## src/rtl/vga_timing_pkg.sv

```systemverilog
// Shared 800x600@60 timing constants, counter type and colour-bar table.
// Used by vga_timing, vga_test_pattern and the downstream mux/draw blocks.
package vga_timing_pkg;

  localparam int CNT_W = 11;

  localparam int H_VISIBLE = 800;
  localparam int H_FRONT   = 40;
  localparam int H_SYNC    = 128;
  localparam int H_BACK    = 88;
  localparam int H_TOTAL   = 1056;

  localparam int V_VISIBLE = 600;
  localparam int V_FRONT   = 1;
  localparam int V_SYNC    = 4;
  localparam int V_BACK    = 23;
  localparam int V_TOTAL   = 628;

  typedef logic [CNT_W-1:0] cnt_t;

  typedef struct packed {
    cnt_t h;
    cnt_t v;
    logic hsync;
    logic hblnk;
    logic vsync;
    logic vblnk;
    logic fstart;
  } vga_t;

  function automatic logic [11:0] bar_color(input logic [2:0] idx);
    logic [11:0] c;
    c = 12'h000;
    unique case (idx)
      3'd0: c = 12'hFFF;
      3'd1: c = 12'hFF0;
      3'd2: c = 12'h0FF;
      3'd3: c = 12'h0F0;
      3'd4: c = 12'hF0F;
      3'd5: c = 12'hF00;
      3'd6: c = 12'h00F;
      3'd7: c = 12'h000;
    endcase
    return c;
  endfunction

endpackage

```

## src/rtl/vga_test_pattern.sv

```systemverilog
// Eight 100-pixel vertical colour bars, black while blanked (combinational).
// Ports: hpos (hcount[9:0]), blank, rgb (4:4:4).
module vga_test_pattern
  import vga_timing_pkg::*;
(
  input  logic [9:0]  hpos,
  input  logic        blank,
  output logic [11:0] rgb
);

  logic [2:0] idx;

  always_comb begin
    idx = 3'(hpos / 10'd100);
    rgb = blank ? 12'h000 : bar_color(idx);
  end

endmodule

```

## src/rtl/vga_timing.sv

```systemverilog
// 800x600@60 VGA timing generator with registered, zero-skew sync/blank flags.
// Ports: clk, rst (sync, low), en, h/v counts, syncs, blanks, frame_start;
// rgb_out exists only with VGA_TIMING_TEST_PATTERN_EN defined.
module vga_timing
  import vga_timing_pkg::*;
#(
  parameter int H_VIS_P = H_VISIBLE,
  parameter int H_FP_P  = H_FRONT,
  parameter int H_SW_P  = H_SYNC,
  parameter int H_BP_P  = H_BACK,
  parameter int V_VIS_P = V_VISIBLE,
  parameter int V_FP_P  = V_FRONT,
  parameter int V_SW_P  = V_SYNC,
  parameter int V_BP_P  = V_BACK
) (
  input  logic             clk,
  input  logic             rst,
  input  logic             en,
  output logic [CNT_W-1:0] hcount_out,
  output logic             hsync_out,
  output logic             hblnk_out,
  output logic [CNT_W-1:0] vcount_out,
  output logic             vsync_out,
  output logic             vblnk_out,
  output logic             frame_start
`ifdef VGA_TIMING_TEST_PATTERN_EN
  ,
  output logic [11:0]      rgb_out
`endif
);

  localparam cnt_t H_LAST = cnt_t'(H_VIS_P + H_FP_P + H_SW_P + H_BP_P - 1);
  localparam cnt_t H_SS   = cnt_t'(H_VIS_P + H_FP_P);
  localparam cnt_t H_SE   = cnt_t'(H_VIS_P + H_FP_P + H_SW_P - 1);
  localparam cnt_t H_BS   = cnt_t'(H_VIS_P);

  localparam cnt_t V_LAST = cnt_t'(V_VIS_P + V_FP_P + V_SW_P + V_BP_P - 1);
  localparam cnt_t V_SS   = cnt_t'(V_VIS_P + V_FP_P);
  localparam cnt_t V_SE   = cnt_t'(V_VIS_P + V_FP_P + V_SW_P - 1);
  localparam cnt_t V_BS   = cnt_t'(V_VIS_P);

  vga_t cur_q;
  vga_t cur_d;
  cnt_t h_nxt;
  cnt_t v_nxt;
  logic hb_nxt;
  logic vb_nxt;

  // Advanced counts; flags decode these so they line up with the
  // counter value registered in the same edge.
  always_comb begin
    h_nxt = cur_q.h + cnt_t'(1);
    v_nxt = cur_q.v;
    if (cur_q.h == H_LAST) begin
      h_nxt = '0;
      v_nxt = (cur_q.v == V_LAST) ? '0 : cur_q.v + cnt_t'(1);
    end
    hb_nxt = (h_nxt >= H_BS);
    vb_nxt = (v_nxt >= V_BS);
  end

  always_comb begin
    cur_d        = cur_q;
    cur_d.fstart = 1'b0;
    if (en) begin
      cur_d.h      = h_nxt;
      cur_d.v      = v_nxt;
      cur_d.hblnk  = hb_nxt;
      cur_d.vblnk  = vb_nxt;
      cur_d.hsync  = (h_nxt >= H_SS) && (h_nxt <= H_SE);
      cur_d.vsync  = (v_nxt >= V_SS) && (v_nxt <= V_SE);
      cur_d.fstart = (h_nxt == '0) && (v_nxt == '0);
    end
  end

  always_ff @(posedge clk) begin
    if (!rst) cur_q <= '0;
    else      cur_q <= cur_d;
  end

  assign hcount_out  = cur_q.h;
  assign vcount_out  = cur_q.v;
  assign hsync_out   = cur_q.hsync;
  assign hblnk_out   = cur_q.hblnk;
  assign vsync_out   = cur_q.vsync;
  assign vblnk_out   = cur_q.vblnk;
  assign frame_start = cur_q.fstart;

`ifdef VGA_TIMING_TEST_PATTERN_EN
  logic [11:0] rgb_nxt;
  logic [11:0] rgb_d;
  logic [11:0] rgb_q;

  vga_test_pattern u_pat (
    .hpos  (h_nxt[9:0]),
    .blank (hb_nxt | vb_nxt),
    .rgb   (rgb_nxt)
  );

  always_comb begin
    rgb_d = rgb_q;
    if (en) rgb_d = rgb_nxt;
  end

  always_ff @(posedge clk) begin
    if (!rst) rgb_q <= '0;
    else      rgb_q <= rgb_d;
  end

  assign rgb_out = rgb_q;
`endif

endmodule

```

## config.mk

```make
export PLATFORM = sky130hd
export DESIGN_NAME = vga_timing
export DESIGN_NICKNAME = d
export VERILOG_FILES = /design/src/rtl/vga_timing_pkg.sv /design/src/rtl/vga_test_pattern.sv /design/src/rtl/vga_timing.sv
export SDC_FILE = /design/constraint.sdc
export NUM_CORES = 1
export LEC_CHECK = 0
export BUFFER_PORTS_ARGS = -buffer_cell sky130_fd_sc_hd__buf_2
export CAP_MARGIN = 20
export CORE_ASPECT_RATIO = 0.7
export CORE_MARGIN = 1.5
export CORE_UTILIZATION = 57
export CTS_CLUSTER_DIAMETER = 100
export CTS_CLUSTER_SIZE = 24
export DETAILED_ROUTE_END_ITERATION = 7
export GPL_TIMING_DRIVEN = 0
export PLACE_DENSITY = 0.8
export SLEW_MARGIN = 10
export SYNTH_ARGS = -nofsm -noshare
export SYNTH_HDL_FRONTEND = slang
export SYNTH_SLANG_ARGS = --single-unit
export TNS_END_PERCENT = 100
```

## constraint.sdc

```tcl
create_clock -name clk -period 3.24 [get_ports clk]
set_clock_uncertainty 0.15 [all_clocks]
set_input_delay 0.486 -clock clk [delete_from_list [all_inputs] [get_ports clk]]
set_output_delay 0.486 -clock clk [all_outputs]
set_load 0.03 [all_outputs]
```

==> metrics, run 1 <==
status=complete, no violations; WP data arrival=2.96 ns; Placed Area=2220 sq um; chip width=74.1 um; maximum vdd drop=0.292 mV; Initial Utilization=0.620; core area=3250 sq um; #FFs+latches synth=27; Storage cell area=541 sq um; CTS Buf Count=3; WL/cell=14.5 um; worst setup path endpoint=frame_start$_SDFF_PN0_; Flop pwr share=0.562; CTS tree=done; vias per cell=5.86; switch share=0.266; most common cell after layout, fill and taps aside=nor2_1; kind of critical path=register to register; Die ar.=3910 sq um; Final Wtd Congestion=0.911; Pleak=0.890 nW; Ant. Diodes=0; synthesized area per cell=7.31 sq um; synthesized cell area=2020 sq um; Critical Path Source Type=register; Tot GR Track Use=0.290; CP required=3.27 ns; H-tree depth=1; layout cells sized above 1=0.182; FP Rows=17; reg-to-reg slack, setup=0.31 ns; Max-Slew Margin vs Limit=0.570; hpwl dp=3830 um; Tcrit/Tclk final=0.903; final slew viol count=0; RSZ-0062 raised after global routing=no; Syn Inst Count=276; PortBufs=29; Top FF cell, synth=dfxtp_1; FILL cells=289; DRC errors left=0; Pint=453 uW; DRT antenna net count=0; commonest non-fill, non-tap cells in the layout=nor2_1 (38), buf_2 (35), dfxtp_1 (27); Clk pwr share=0.308; final core occ=0.706; Post-synth EDFFs=0; setup TNS=0 ns; Num Clock Sinks=27; I/O Pins=30; Syn-to-layout area delta=13.9%; Synth async-reset ratio=0; Root Driver=clkbuf_8; DRT Wirelength=5220 um; sequential share of the synthesized area=0.268; worst slew pin tran=0.635 ns; CP Max Fanout=10; Vert. Die Dim=52.8 um; max cap viols=0; clock transition at the registers of the reported paths=0.09 ns; Hold Slack=0.315 ns; reg2reg start=hcount_out[0]$_SDFFE_PN0P_; drt pass-1 iters=5; first-pass GRT wire length=8510 um; Peak Freq=342 MHz; largest net degree at the start of global routing=15; Finish-stage setup viols=0; Worst R2R End=frame_start$_SDFF_PN0_; total chip power=617 uW; synth unique cells=54; via count=2108; CTS Buffer Depth=2; antenna violations before repair=0; Post-Syn Nets=283; clock latency on the worst-skew pair=0.27 ns; type of the most critical hold path=register to register; gr ovfl total=0; CP Capture Type=register; final net count=321; Tmin final=2.93 ns; Critical path origin=hcount_out[0]$_SDFFE_PN0P_; P_sw=164 uW; multi-input logic area=1330 sq um; vias in the first global route=1773; Power Dens Cells=269 nW/um^2; Final Hold Viols=0; Worst R2R Path Depth=9; Detailed Route Iter0 Violations=215; synthesis warning total=0; combinational power share=0.129; design area=2300 sq um
## power by group through the flow
stage | Clock [mW] | Sequential (mW) | Combinational [mW]
2_1_floorplan | 0 | 0.366 | 0.0439
3_3_place_gp | 0 | 0.354 | 0.0774
3_5_place_dp | 0 | 0.355 | 0.0784
4_1_cts | 0.198 | 0.347 | 0.0788
5_1_grt | 0.209 | 0.348 | 0.0860
6_report | 0.190 | 0.347 | 0.0798
## how the worst min path moves through the flow
stage / from / to / slack [ns] / depth (start not counted)
2_1_floorplan: vsync_out$_SDFFE_PN0P_ / vsync_out$_SDFFE_PN0P_ / 0.44 / 2
3_3_place_gp: vsync_out$_SDFFE_PN0P_ / vsync_out$_SDFFE_PN0P_ / 0.30 / 2
3_5_place_dp: vsync_out$_SDFFE_PN0P_ / vsync_out$_SDFFE_PN0P_ / 0.31 / 2
4_1_cts: vsync_out$_SDFFE_PN0P_ / vsync_out$_SDFFE_PN0P_ / 0.32 / 2
5_1_grt: vsync_out$_SDFFE_PN0P_ / vsync_out$_SDFFE_PN0P_ / 0.34 / 2
6_report: vsync_out$_SDFFE_PN0P_ / vsync_out$_SDFFE_PN0P_ / 0.32 / 2
## critical path, stage by stage, from the launching register on
cell and delay (ns):
dfxtp_1 0.49, ha_1 0.22, clkbuf_2 0.23, nand4_1 0.34, nor3_4 0.40, buf_2 0.30
nand4_1 0.12, a21oi_1 0.15, o21bai_1 0.12, nor4_2 0.30
## state kept, by name, indices dropped and copies added (netlist names)
register / cells
frame_start: 1
hcount_out: 11
vsync_out: 1
vcount_out: 11
vblnk_out: 1
hsync_out: 1
hblnk_out: 1
## what timing repair did
item / in CTS / in global routing
hold buffers: 0 / 0
endpoints found under the setup margin: 0 / 1
buffers inserted: 0 / 4
resized for setup: 0 / 2
endpoints found under the hold margin: 0 / 0
## cell type report
cell class,instances,area share
Sequential cell,27,0.235
Timing Repair Buffer,33,0.0763
Buffer,26,0.0528
Multi-Input combinational cell,217,0.581
Clock buffer,4,0.0196
Tap cell,47,0.0256
Inverter,6,0.00980
## cells in the mapped netlist (2+ instances only)
cell type / n / share of area
nor4_1: 2 / 0.0062
and3_2: 2 / 0.0074
or3_1: 5 / 0.016
nor4b_1: 2 / 0.0087
nand3_1: 19 / 0.047
xnor2_1: 13 / 0.056
clkbuf_1: 17 / 0.032
nand4_1: 12 / 0.037
nor3_1: 4 / 0.0099
dfxtp_1: 27 / 0.27
o22ai_1: 2 / 0.0062
o21ai_0: 16 / 0.040
nor2_1: 38 / 0.071
nor3b_1: 4 / 0.015
o211a_1: 2 / 0.0099
buf_2: 6 / 0.015
mux2_2: 2 / 0.011
a31oi_1: 5 / 0.016
a21oi_1: 15 / 0.037
and3_1: 3 / 0.0093
nand2b_1: 2 / 0.0062
mux2i_1: 2 / 0.0099
buf_6: 2 / 0.011
nand2_1: 23 / 0.043
nand3b_1: 2 / 0.0074
a211oi_1: 5 / 0.019
ha_1: 4 / 0.025
xor2_1: 8 / 0.035
or2_2: 2 / 0.0062
inv_1: 6 / 0.011
## per-stage QoR
step / setup slack (ns) / std cells
detailed placement: 0.130 / 352
CTS: 0.0983 / 356
floorplan: 0.536 / 276
global route: 0.135 / 360
finish: 0.314 / 360
global placement: 0.140 / 352
## metal layers
layer	wire, um	GRT usage	vias to the layer above	share of wire
met1	2610	0.447	958	0.50
met3	468	0.0462	4	0.090
met4	36	0.0864	0	0.0069
li1	-	-	1056	-
met2	2100	0.402	90	0.40
met5	0	0	-	0
## logic make-up after synthesis
family / Yosys count / share of synthesized area
buf+inv: 32 / 0.0707
simple gates: 129 / 0.336
fa+ha+maj: 4 / 0.0248
flops: 27 / 0.268
compound gates: 59 / 0.188
xor+xnor: 21 / 0.0912
mux: 4 / 0.0211
Power figures use the tool's default switching activity.
==> run 2: changes to the inputs <==
--- a/config.mk
+++ b/config.mk
@@ -15,6 +15,7 @@
 export DETAILED_ROUTE_END_ITERATION = 7
 export GPL_TIMING_DRIVEN = 0
 export PLACE_DENSITY = 0.8
+export REMOVE_ABC_BUFFERS = 1
 export SLEW_MARGIN = 10
 export SYNTH_ARGS = -nofsm -noshare
 export SYNTH_HDL_FRONTEND = slang
==> metrics, run 2 (synthesis results as in run 1) <==
gr ovfl total=0; antenna violations before repair=0; via count=2020; clock transition at the registers of the reported paths=0.09 ns; Critical Path Source Type=register; Worst R2R Path Depth=7; Vert. Die Dim=52.8 um; Die ar.=3910 sq um; Initial Utilization=0.620; hpwl dp=3390 um; Num Clock Sinks=27; final net count=293; CP Capture Type=register; DRT antenna net count=0; Max-Slew Margin vs Limit=0.528; crit path cell chain=ha_1 -> and4_1 -> nand3_2 -> or3_1 -> a31oi_1 -> nor3b_1 -> o41ai_1; Root Driver=clkbuf_8; Tmin final=2.89 ns; vias in the first global route=1669; Syn-to-layout area delta=8.00%; FP Rows=17; Ant. Diodes=0; Worst R2R End=vblnk_out$_SDFFE_PN0P_; Final Wtd Congestion=0.859; Hold Slack=0.329 ns; Tcrit/Tclk final=0.892; Final Hold Viols=0; Power Dens Cells=283 nW/um^2; Critical path origin=hcount_out[1]$_SDFFE_PN0P_; Pleak=0.812 nW; CTS Buffer Depth=2; vias per cell=6.08; CP max-delay cell=dfxtp_1; CTS Buf Count=3; CP peak stage delay=0.50 ns; WL/cell=14.8 um; worst setup path endpoint=vblnk_out$_SDFFE_PN0P_; DRT Wirelength=4920 um; CTS tree=done; largest net degree at the start of global routing=30; core area=3250 sq um; CP required=3.27 ns; multi-input logic area=1340 sq um; clock latency on the worst-skew pair=0.27 ns; final slew viol count=0; kind of critical path=register to register; FILL cells=293; reg2reg start=hcount_out[1]$_SDFFE_PN0P_; most common cell after layout, fill and taps aside=nor2_1; Detailed Route Iter0 Violations=211; status=complete, no violations; H-tree depth=1; chip width=74.1 um; DRC errors left=0; Storage cell area=541 sq um; worst slew pin tran=0.707 ns; Finish-stage setup viols=0; WP data arrival=2.92 ns; PortBufs=29; layout cells sized above 1=0.165; setup TNS=0 ns; Peak Freq=346 MHz; maximum vdd drop=0.177 mV; RSZ-0062 raised after global routing=no; max cap viols=0; commonest non-fill, non-tap cells in the layout=nor2_1 (38), buf_2 (29), dfxtp_1 (27); type of the most critical hold path=register to register; reg-to-reg slack, setup=0.35 ns; Tot GR Track Use=0.272; CP Max Fanout=13; I/O Pins=30; first-pass GRT wire length=8110 um; drt pass-1 iters=5
==> run 2: per-stage QoR <==
stage	total power, mW	setup slack, ns	util	instance area (sq um)	instances
2_1_floorplan	0.404	0.495	-	1900	250
3_3_place_gp	0.427	0.261	0.646	2100	326
3_5_place_dp	0.429	0.242	0.646	2100	326
4_1_cts	0.619	0.210	0.659	2150	330
5_1_grt	0.644	0.0600	0.669	2180	332
6_report	0.616	0.348	0.669	2180	332
==> run 2: power breakdown <==
part           internal, mW  switching [mW]
Sequential            0.338          0.0120
Clock                0.0882           0.106
Combinational        0.0248          0.0473
==> run 2: how the worst min path moves through the flow <==
stage,startpoint,end,slack [ns],depth (start not counted)
CTS,vsync_out$_SDFFE_PN0P_,vsync_out$_SDFFE_PN0P_,0.33,2
finish,vsync_out$_SDFFE_PN0P_,vsync_out$_SDFFE_PN0P_,0.33,2
global route,vsync_out$_SDFFE_PN0P_,vsync_out$_SDFFE_PN0P_,0.36,2
global placement,vsync_out$_SDFFE_PN0P_,vsync_out$_SDFFE_PN0P_,0.31,2
floorplan,en,hcount_out[1]$_SDFFE_PN0P_,0.43,1
detailed placement,vsync_out$_SDFFE_PN0P_,vsync_out$_SDFFE_PN0P_,0.32,2
==> run 2: worst max-delay path: cells and delay by family, from the launching register on <==
kind | cells | cell delay (ns)
adders and majority gates | 1 | 0.43
and+or+nand+nor | 4 | 1.21
DFF | 1 | 0.50
AOI/OAI and AO/OA | 2 | 0.49
==> run 2: timing repair <==
item	CTS	global route
buffers inserted	0	2
hold buffers	0	0
resized for setup	0	1
endpoints found under the hold margin	0	0
setup endpoints to repair	0	3
==> run 2: per-layer routing <==
metal  global-route usage  vias up  wire length [um]
met5                    0        -                 0
met4               0.0432        0                19
met3               0.0423        2               286
met2                0.394       82              2060
met1                0.423      931              2550
li1                     -     1005                 -
==> run 2: area by class of cell <==
class,instances,share of cell area
timing repair buffer,31,0.0793
sequential,27,0.248
clock buffer,4,0.0207
tap,47,0.0270
multi-input combinational,217,0.615
inverter,6,0.0103
